$ cat src/rtl/sr_sequencer.sv
// Multi-cycle shift/rotate sequencer. An accepted operation takes one
// one-bit step per RUN cycle on a working copy of the operand. Result and
// flags are registered together when the FSM enters DONE.
module sr_sequencer #(
  parameter int COUNT_W = 4
) (
  input  logic       clk,
  input  logic       reset_n,
  input  logic       start,
  input  logic [2:0] control,
  input  logic [7:0] A,
  input  logic [7:0] B,
  input  logic       abort,
  output logic       ready,
  output logic       busy,
  output logic       done,
  output logic [7:0] res,
  output logic [3:0] flags
);

  typedef enum logic [1:0] {
    IDLE = 2'd0,
    RUN  = 2'd1,
    DONE = 2'd2
  } state_t;

  state_t               state_q, state_d;
  logic [COUNT_W-1:0]   count_q;
  logic [7:0]           work_q;
  logic [2:0]           ctrl_q;
  logic                 a7_q;
  logic                 cf_q;
  logic [7:0]           res_q;
  logic [3:0]           flags_q;

  logic [3:0]           n_eff;
  logic                 accept;
  logic                 run_step;
  logic                 finish;
  logic [7:0]           step_w;
  logic                 step_cf;

  // Effective step count: shifts saturate at 9 (nothing changes past that),
  // rotates only need the amount modulo 8.
  always_comb begin
    // NOTE: every always_comb output gets a default first so no path
    // leaves it unassigned, which would otherwise infer a latch.
    n_eff = 4'd0;
    if (control[2]) begin
      n_eff = {1'b0, B[2:0]};
    end else if (B > 8'd9) begin
      n_eff = 4'd9;
    end else begin
      n_eff = B[3:0];
    end
  end

  // Next-state logic plus the datapath strobes derived from it.
  always_comb begin
    state_d  = state_q;
    accept   = 1'b0;
    run_step = 1'b0;
    finish   = 1'b0;
    case (state_q)
      IDLE: begin
        // start wins over a simultaneous abort here; abort is not looked at.
        if (start) begin
          accept  = 1'b1;
          state_d = (n_eff == 4'd0) ? DONE : RUN;
        end
      end
      RUN: begin
        if (abort) begin
          state_d = IDLE;
        end else begin
          run_step = 1'b1;
          if (count_q == COUNT_W'(1)) begin
            finish  = 1'b1;
            state_d = DONE;
          end
        end
      end
      DONE:    state_d = IDLE;
      default: state_d = IDLE;
    endcase
  end

  // One-bit step on the working register for the latched operation.
  always_comb begin
    step_w  = work_q;
    step_cf = cf_q;
    casez (ctrl_q)
      3'b000: begin step_w = {a7_q, work_q[7:1]};    step_cf = work_q[0]; end
      3'b001: begin step_w = {1'b0, work_q[7:1]};    step_cf = work_q[0]; end
      3'b01?: begin step_w = {work_q[6:0], 1'b0};    step_cf = work_q[7]; end
      3'b1?0: step_w = {work_q[6:0], work_q[7]};
      3'b1?1: step_w = {work_q[0], work_q[7:1]};
      default: step_w = work_q;
    endcase
  end

  // State register with synchronous active-low reset.
  always_ff @(posedge clk) begin
    // NOTE: sequential state uses non-blocking assignments so every register
    // samples pre-edge values regardless of statement order.
    if (!reset_n) state_q <= IDLE;
    else          state_q <= state_d;
  end

  // Operand capture, per-cycle stepping and result/flag loading on entry to DONE.
  always_ff @(posedge clk) begin
    if (!reset_n) begin
      count_q <= '0;
      work_q  <= 8'h00;
      ctrl_q  <= 3'b000;
      a7_q    <= 1'b0;
      cf_q    <= 1'b0;
      res_q   <= 8'h00;
      flags_q <= 4'b0000;
    end else if (accept) begin
      work_q  <= A;
      ctrl_q  <= control;
      a7_q    <= A[7];
      cf_q    <= 1'b0;
      count_q <= COUNT_W'(n_eff);
      if (n_eff == 4'd0) begin
        // Zero-step result: cf=0 and of=A[7]^A[7]=0 for shifts, 0 for rotates.
        res_q   <= A;
        flags_q <= {1'b0, (A == 8'h00), A[7], 1'b0};
      end
    end else if (run_step) begin
      work_q  <= step_w;
      cf_q    <= step_cf;
      count_q <= count_q - COUNT_W'(1);
      if (finish) begin
        res_q   <= step_w;
        flags_q <= {ctrl_q[2] ? 1'b0 : step_cf,
                    (step_w == 8'h00),
                    step_w[7],
                    ctrl_q[2] ? 1'b0 : (step_w[7] ^ a7_q)};
      end
    end
  end

  assign ready = (state_q == IDLE);
  assign busy  = (state_q == RUN);
  assign done  = (state_q == DONE);
  assign res   = res_q;
  assign flags = flags_q;

endmodule

$ cat config.mk
export PLATFORM = sky130hd
export DESIGN_NAME = sr_sequencer
export DESIGN_NICKNAME = d
export VERILOG_FILES = /design/src/rtl/sr_sequencer.sv
export SDC_FILE = /design/constraint.sdc
export NUM_CORES = 1
export LEC_CHECK = 0
export ABC_AREA = 1
export CORE_MARGIN = 2
export CORE_UTILIZATION = 40
export CTS_CLUSTER_SIZE = 40
export DETAILED_ROUTE_END_ITERATION = 10
export PLACE_DENSITY = 0.75
export SLEW_MARGIN = 40
export SYNTH_ARGS = -nofsm -noshare
export SYNTH_HDL_FRONTEND = slang
export SYNTH_SLANG_ARGS = --single-unit
$ cat constraint.sdc
create_clock -name clk -period 3.1 [get_ports clk]
set_input_delay 0.62 -clock clk [delete_from_list [all_inputs] [get_ports clk]]
set_output_delay 0.62 -clock clk [all_outputs]
set_load 0.05 [all_outputs]
==> run summary, run 1 <==
status - completed
commonest non-fill, non-tap cell in the layout - nand2_1
Root Driver - clkbuf_8
number of port buffers - 37
# DRC - 0
die height - 69.8 um
Max-Cap Viols - 0
count of final setup violators - 0
dpl cell area - 2110 um^2
CTS resizes - 0
Max Slew Vio Count - 0
nature of the critical path endpoint - output pin
WP data required - 2480 ps
initial antenna violation count - 0
pin count of the biggest net entering global routing - 29
RSZ-0062 raised after global routing - false
vias in the first global route - 1447
Die Area - 4880 um^2
core area - 4090 um^2
WL per Instance - 11.0 um
Rows - 23
Post-CTS Setup Bufs - 0
finished layout cell area - 2190 um^2
# H-tree levels - 2
Routed WL - 3780 um
Syn Inst Count - 258
1st-pass router iterations - 4
Initial Utilization - 0.424
count of boundary I/O pins - 38
GRT Overall Usage - 0.168
Rel. slew slack - 0.583
Mapped Avg Cell Area - 6.72 um^2
Worst VDD drop - 0.000199 V
Hold Crit Class - flop to flop
Slew @ Worst Pin - 623 ps
kind of critical path - flop to output pin
endpoints failing hold - 0
Max stage delay cell, worst path - clkdlybuf4s50_1
clock latency on the worst-skew pair - 290 ps
Util after Layout - 0.536
post-synthesis cell area - 1730 um^2
Crit path buffers/inverters - 2
Die X - 69.8 um
cts-stage hold buffer count - 0
Longest Clk Path Bufs - 2
pwr/cell area - 533 nW/um^2
DR vias/cell - 4.79
DR vias - 1652
commonest non-fill, non-tap cells in the layout - nand2_1 (67), inv_1 (37), clkdlybuf4s50_1 (37), dfxtp_1 (29), nor2_1 (26)
Final HPWL DP - 2830 um
period utilization - 0.725
antenna-violating nets left - 0
LEAKAGE - 1.03 nW
slowest stage delay, CP - 810 ps
ratio of cells with drive above 1 in the final layout - 0.129
Max FO, Critical Path - 3
Netlist cell types - 29
Synth Register Bits - 29
DRT iter0 DRCs - 101
Clock Pin Slew Worst Setup and Hold Paths - 60 ps
Layout Nets - 319
fmax - 445 MHz
global-route wire length before repair - 6590 um
clock skew - 6.76 ps
register area share after synthesis - 0.335
Final min period - 2250 ps
CTS tree - done
GPL Wtd Cong - 0.885
CP top delay family - buffers and inverters
data arrival time of the critical path - 1630 ps
Ys Warns - 0
diodes inserted - 0
Fin Setup TNS - 0 ps
grt total ovfl - 0
Post-Syn Nets - 283
CTS buffer count - 5
P&R area growth vs syn - 26.4%
CP cell instances - inv_2, nor2_4, clkdlybuf4s50_1
startpoint class of the critical path - flop
TritonCTS Sinks - 29
[power breakdown]
part           internal, mW  switching [mW]  leakage (nW)
combinational         0.154           0.265         0.754
sequential            0.418          0.0362         0.240
clock                 0.159           0.136        0.0395
total                 0.730           0.437          1.03
[kinds of logic after synthesis]
logic type / share of synthesized area
flops: 0.335
fa+ha+maj: 0.0144
xor+xnor: 0.0101
compound gates: 0.159
simple gates: 0.354
buf+inv: 0.128
[cells in the mapped netlist]
| cell type | instances | area share |
|---|---|---|
| buf_4 | 2 | 0.0087 |
| ha_1 | 2 | 0.014 |
| inv_6 | 1 | 0.0051 |
| clkbuf_1 | 2 | 0.0043 |
| nand2_1 | 67 | 0.15 |
| o21ai_4 | 1 | 0.0094 |
| nor2_1 | 26 | 0.056 |
| o21ai_0 | 13 | 0.038 |
| nand3_1 | 17 | 0.049 |
| xor2_1 | 2 | 0.010 |
| a21oi_2 | 3 | 0.015 |
| a211oi_1 | 1 | 0.0043 |
| inv_2 | 3 | 0.0065 |
| or2_0 | 1 | 0.0036 |
| dfxtp_1 | 29 | 0.33 |
| buf_2 | 4 | 0.012 |
| o21bai_1 | 1 | 0.0043 |
| buf_12 | 1 | 0.012 |
| nor2_4 | 1 | 0.0065 |
| nand2_4 | 6 | 0.039 |
| nor2_2 | 10 | 0.036 |
| a21oi_1 | 10 | 0.029 |
| o22ai_1 | 1 | 0.0036 |
| inv_1 | 37 | 0.080 |
| nand3b_1 | 2 | 0.0087 |
| o21ai_2 | 5 | 0.025 |
| o211ai_1 | 7 | 0.030 |
| nand2_2 | 2 | 0.0072 |
| nor3_1 | 1 | 0.0029 |
[worst paths after layout]
| kind | slack [ps] | endpoint | cells past startpoint | startpoint |
|---|---|---|---|---|
| max | 850 | busy | 3 | state_q[0] |
| min | 490 | res[3] | 2 | res[3] |
| max reg2reg | 1400 | work_q[7] | 6 | state_q[1] |
| min reg2reg | 490 | res[3] | 2 | res[3] |
[tightest hold or removal path: cells and delay by family (launching register included)]
kind          cells  cell delay [ps]
simple gates      2              130
flops             1              310
[flip-flops by register name, summed over array words and instances (netlist names)]
signal / count
a7_q: 1
count_q: 4
ctrl_q: 3
flags: 4
res: 7
state_q: 2
work_q: 8
[metrics by stage]
step	hold slack [ps]	total power [mW]	instances	setup WS, ps
finish	485	1.17	345	851
global route	511	1.25	345	749
CTS	490	1.17	345	833
detailed placement	480	0.878	337	766
global placement	472	0.872	337	832
floorplan	465	0.769	258	1390
[area by class of cell]
class / count / area [um^2]
Clock buffer: 8 / 80.1
Fill cell: 436 / 1890
Inverter: 41 / 159
Multi-Input combinational cell: 179 / 932
Sequential cell: 29 / 581
Tap cell: 50 / 62.6
Timing Repair Buffer: 38 / 378
[layer usage]
layer | vias to the layer above | wire, um | global-route usage
met5 | - | 0 | 0
met4 | 0 | 91 | 0.0791
met3 | 8 | 150 | 0.0451
met2 | 33 | 1620 | 0.237
met1 | 733 | 1930 | 0.235
li1 | 878 | - | -
Note: power is estimated with default switching activity, not from simulation.
==> inputs of run 2 (changes only) <==
- PLACE_DENSITY: 0.75 -> 0.77
- clock period: 3.1 -> 2.05 ns (I/O delays scaled with it)
==> run summary, run 2 (synthesized netlist as in run 1, its figures left out) <==
slowest stage delay, CP - 810 ps
GRT Overall Usage - 0.168
TritonCTS Sinks - 29
Die Area - 4880 um^2
Rows - 23
die height - 69.8 um
Crit path buffers/inverters - 1
max reg flops - 8
CTS buffer count - 5
endpoints failing hold - 0
# H-tree levels - 2
diodes inserted - 0
RSZ-0062 raised after global routing - false
clock latency on the worst-skew pair - 280 ps
DRT iter0 DRCs - 80
Routed WL - 3670 um
Rel. slew slack - 0.659
Clock Pin Slew Worst Setup and Hold Paths - 60 ps
commonest non-fill, non-tap cells in the layout - nand2_1 (67), inv_1 (37), clkdlybuf4s50_1 (34), dfxtp_1 (29), nor2_1 (26)
global-route wire length before repair - 6680 um
Die X - 69.8 um
nature of the critical path endpoint - output pin
Initial Utilization - 0.424
period utilization - 0.907
DR vias/cell - 4.72
Final WS setup - 191 ps
Layout Nets - 322
CP top delay family - buffers and inverters
Worst VDD drop - 0.000291 V
Setup WS pre-CTS - 225 ps
pin count of the biggest net entering global routing - 21
ratio of cells with drive above 1 in the final layout - 0.152
commonest non-fill, non-tap cell in the layout - nand2_1
grt total ovfl - 0
Max FO, Critical Path - 2
cts-stage hold buffer count - 0
Final min period - 1860 ps
core area - 4090 um^2
kind of critical path - flop to output pin
LEAKAGE - 1.06 nW
pwr/cell area - 809 nW/um^2
GPL Wtd Cong - 0.862
count of final setup violators - 0
CTS tree - done
status - completed
startpoint class of the critical path - flop
Max stage delay cell, worst path - clkdlybuf4s50_1
WL per Instance - 10.6 um
Root Driver - clkbuf_8
Longest Clk Path Bufs - 2
Final HPWL DP - 2910 um
Fin Setup TNS - 0 ps
clock skew - 6.95 ps
CP cell instances - clkdlybuf4s50_1
Power Total - 1.80 mW
CTS resizes - 0
Hold Crit Class - flop to flop
WP data required - 1640 ps
fmax - 538 MHz
data arrival time of the critical path - 1450 ps
final hold slack - 489 ps
initial antenna violation count - 0
# DRC - 0
Max Slew Vio Count - 0
Post-CTS Setup Bufs - 0
number of port buffers - 37
antenna-violating nets left - 0
Slew @ Worst Pin - 510 ps
1st-pass router iterations - 4
count of boundary I/O pins - 38
Max-Cap Viols - 0
largest reg by FF count - work_q
DR vias - 1639
P&R area growth vs syn - 28.4%
vias in the first global route - 1589
[run 2: changes by cell type in the layout (fill, tap and decap cells not counted), sizes merged]
| cell | before | now |
|---|---|---|
| buf | 1 | 7 |
| clkbuf | 8 | 7 |
| clkdlybuf4s50 | 37 | 34 |
[run 2: worst paths after layout]
kind | startpoint | end | slack, ps | depth (start not counted)
worst max-delay path | res[1] | res[1] | 190 | 1
worst min-delay path | res[6] | res[6] | 490 | 2
worst max register to register | ctrl_q[2] | res[0] | 620 | 8
worst min register to register | res[6] | res[6] | 490 | 2
[run 2: worst register-to-register path, stage by stage, from the launching register on]
cell,delay [ps]
dfxtp_1,480
nand2_4,120
o21ai_2,140
a21oi_1,150
nand2_1,80
o21ai_0,150
nand2_1,110
nand2_1,50
nor2_1,80
[run 2: layout make-up]
type                    instances  area, um^2
clock buffers                   7        86.3
multi-input cells             179         932
repair buffers                 41         405
flip-flops and latches         29         581
inverters                      41         159
fillers                       403        1860
well taps                      50        62.6
[run 2: layer usage]
metal,up-vias,share of wire,track usage
li1,884,-,-
met1,705,0.48,0.219
met2,41,0.44,0.262
met3,9,0.050,0.0407
met4,0,0.026,0.0748
met5,-,0,0
[run 2: power breakdown]
part	internal (mW)	leakage, nW	total (mW)	switching, mW
combinational	0.244	0.776	0.644	0.400
clock	0.266	0.0443	0.471	0.206
sequential	0.632	0.240	0.684	0.0529
total	1.14	1.06	1.80	0.658
[run 2: per-stage QoR]
step,utilization,cells,cell area (um^2)
global route,0.545,347,2230
finish,0.545,347,2230
global placement,0.524,340,2140
floorplan,-,258,1730
CTS,0.545,347,2230
detailed placement,0.524,340,2140
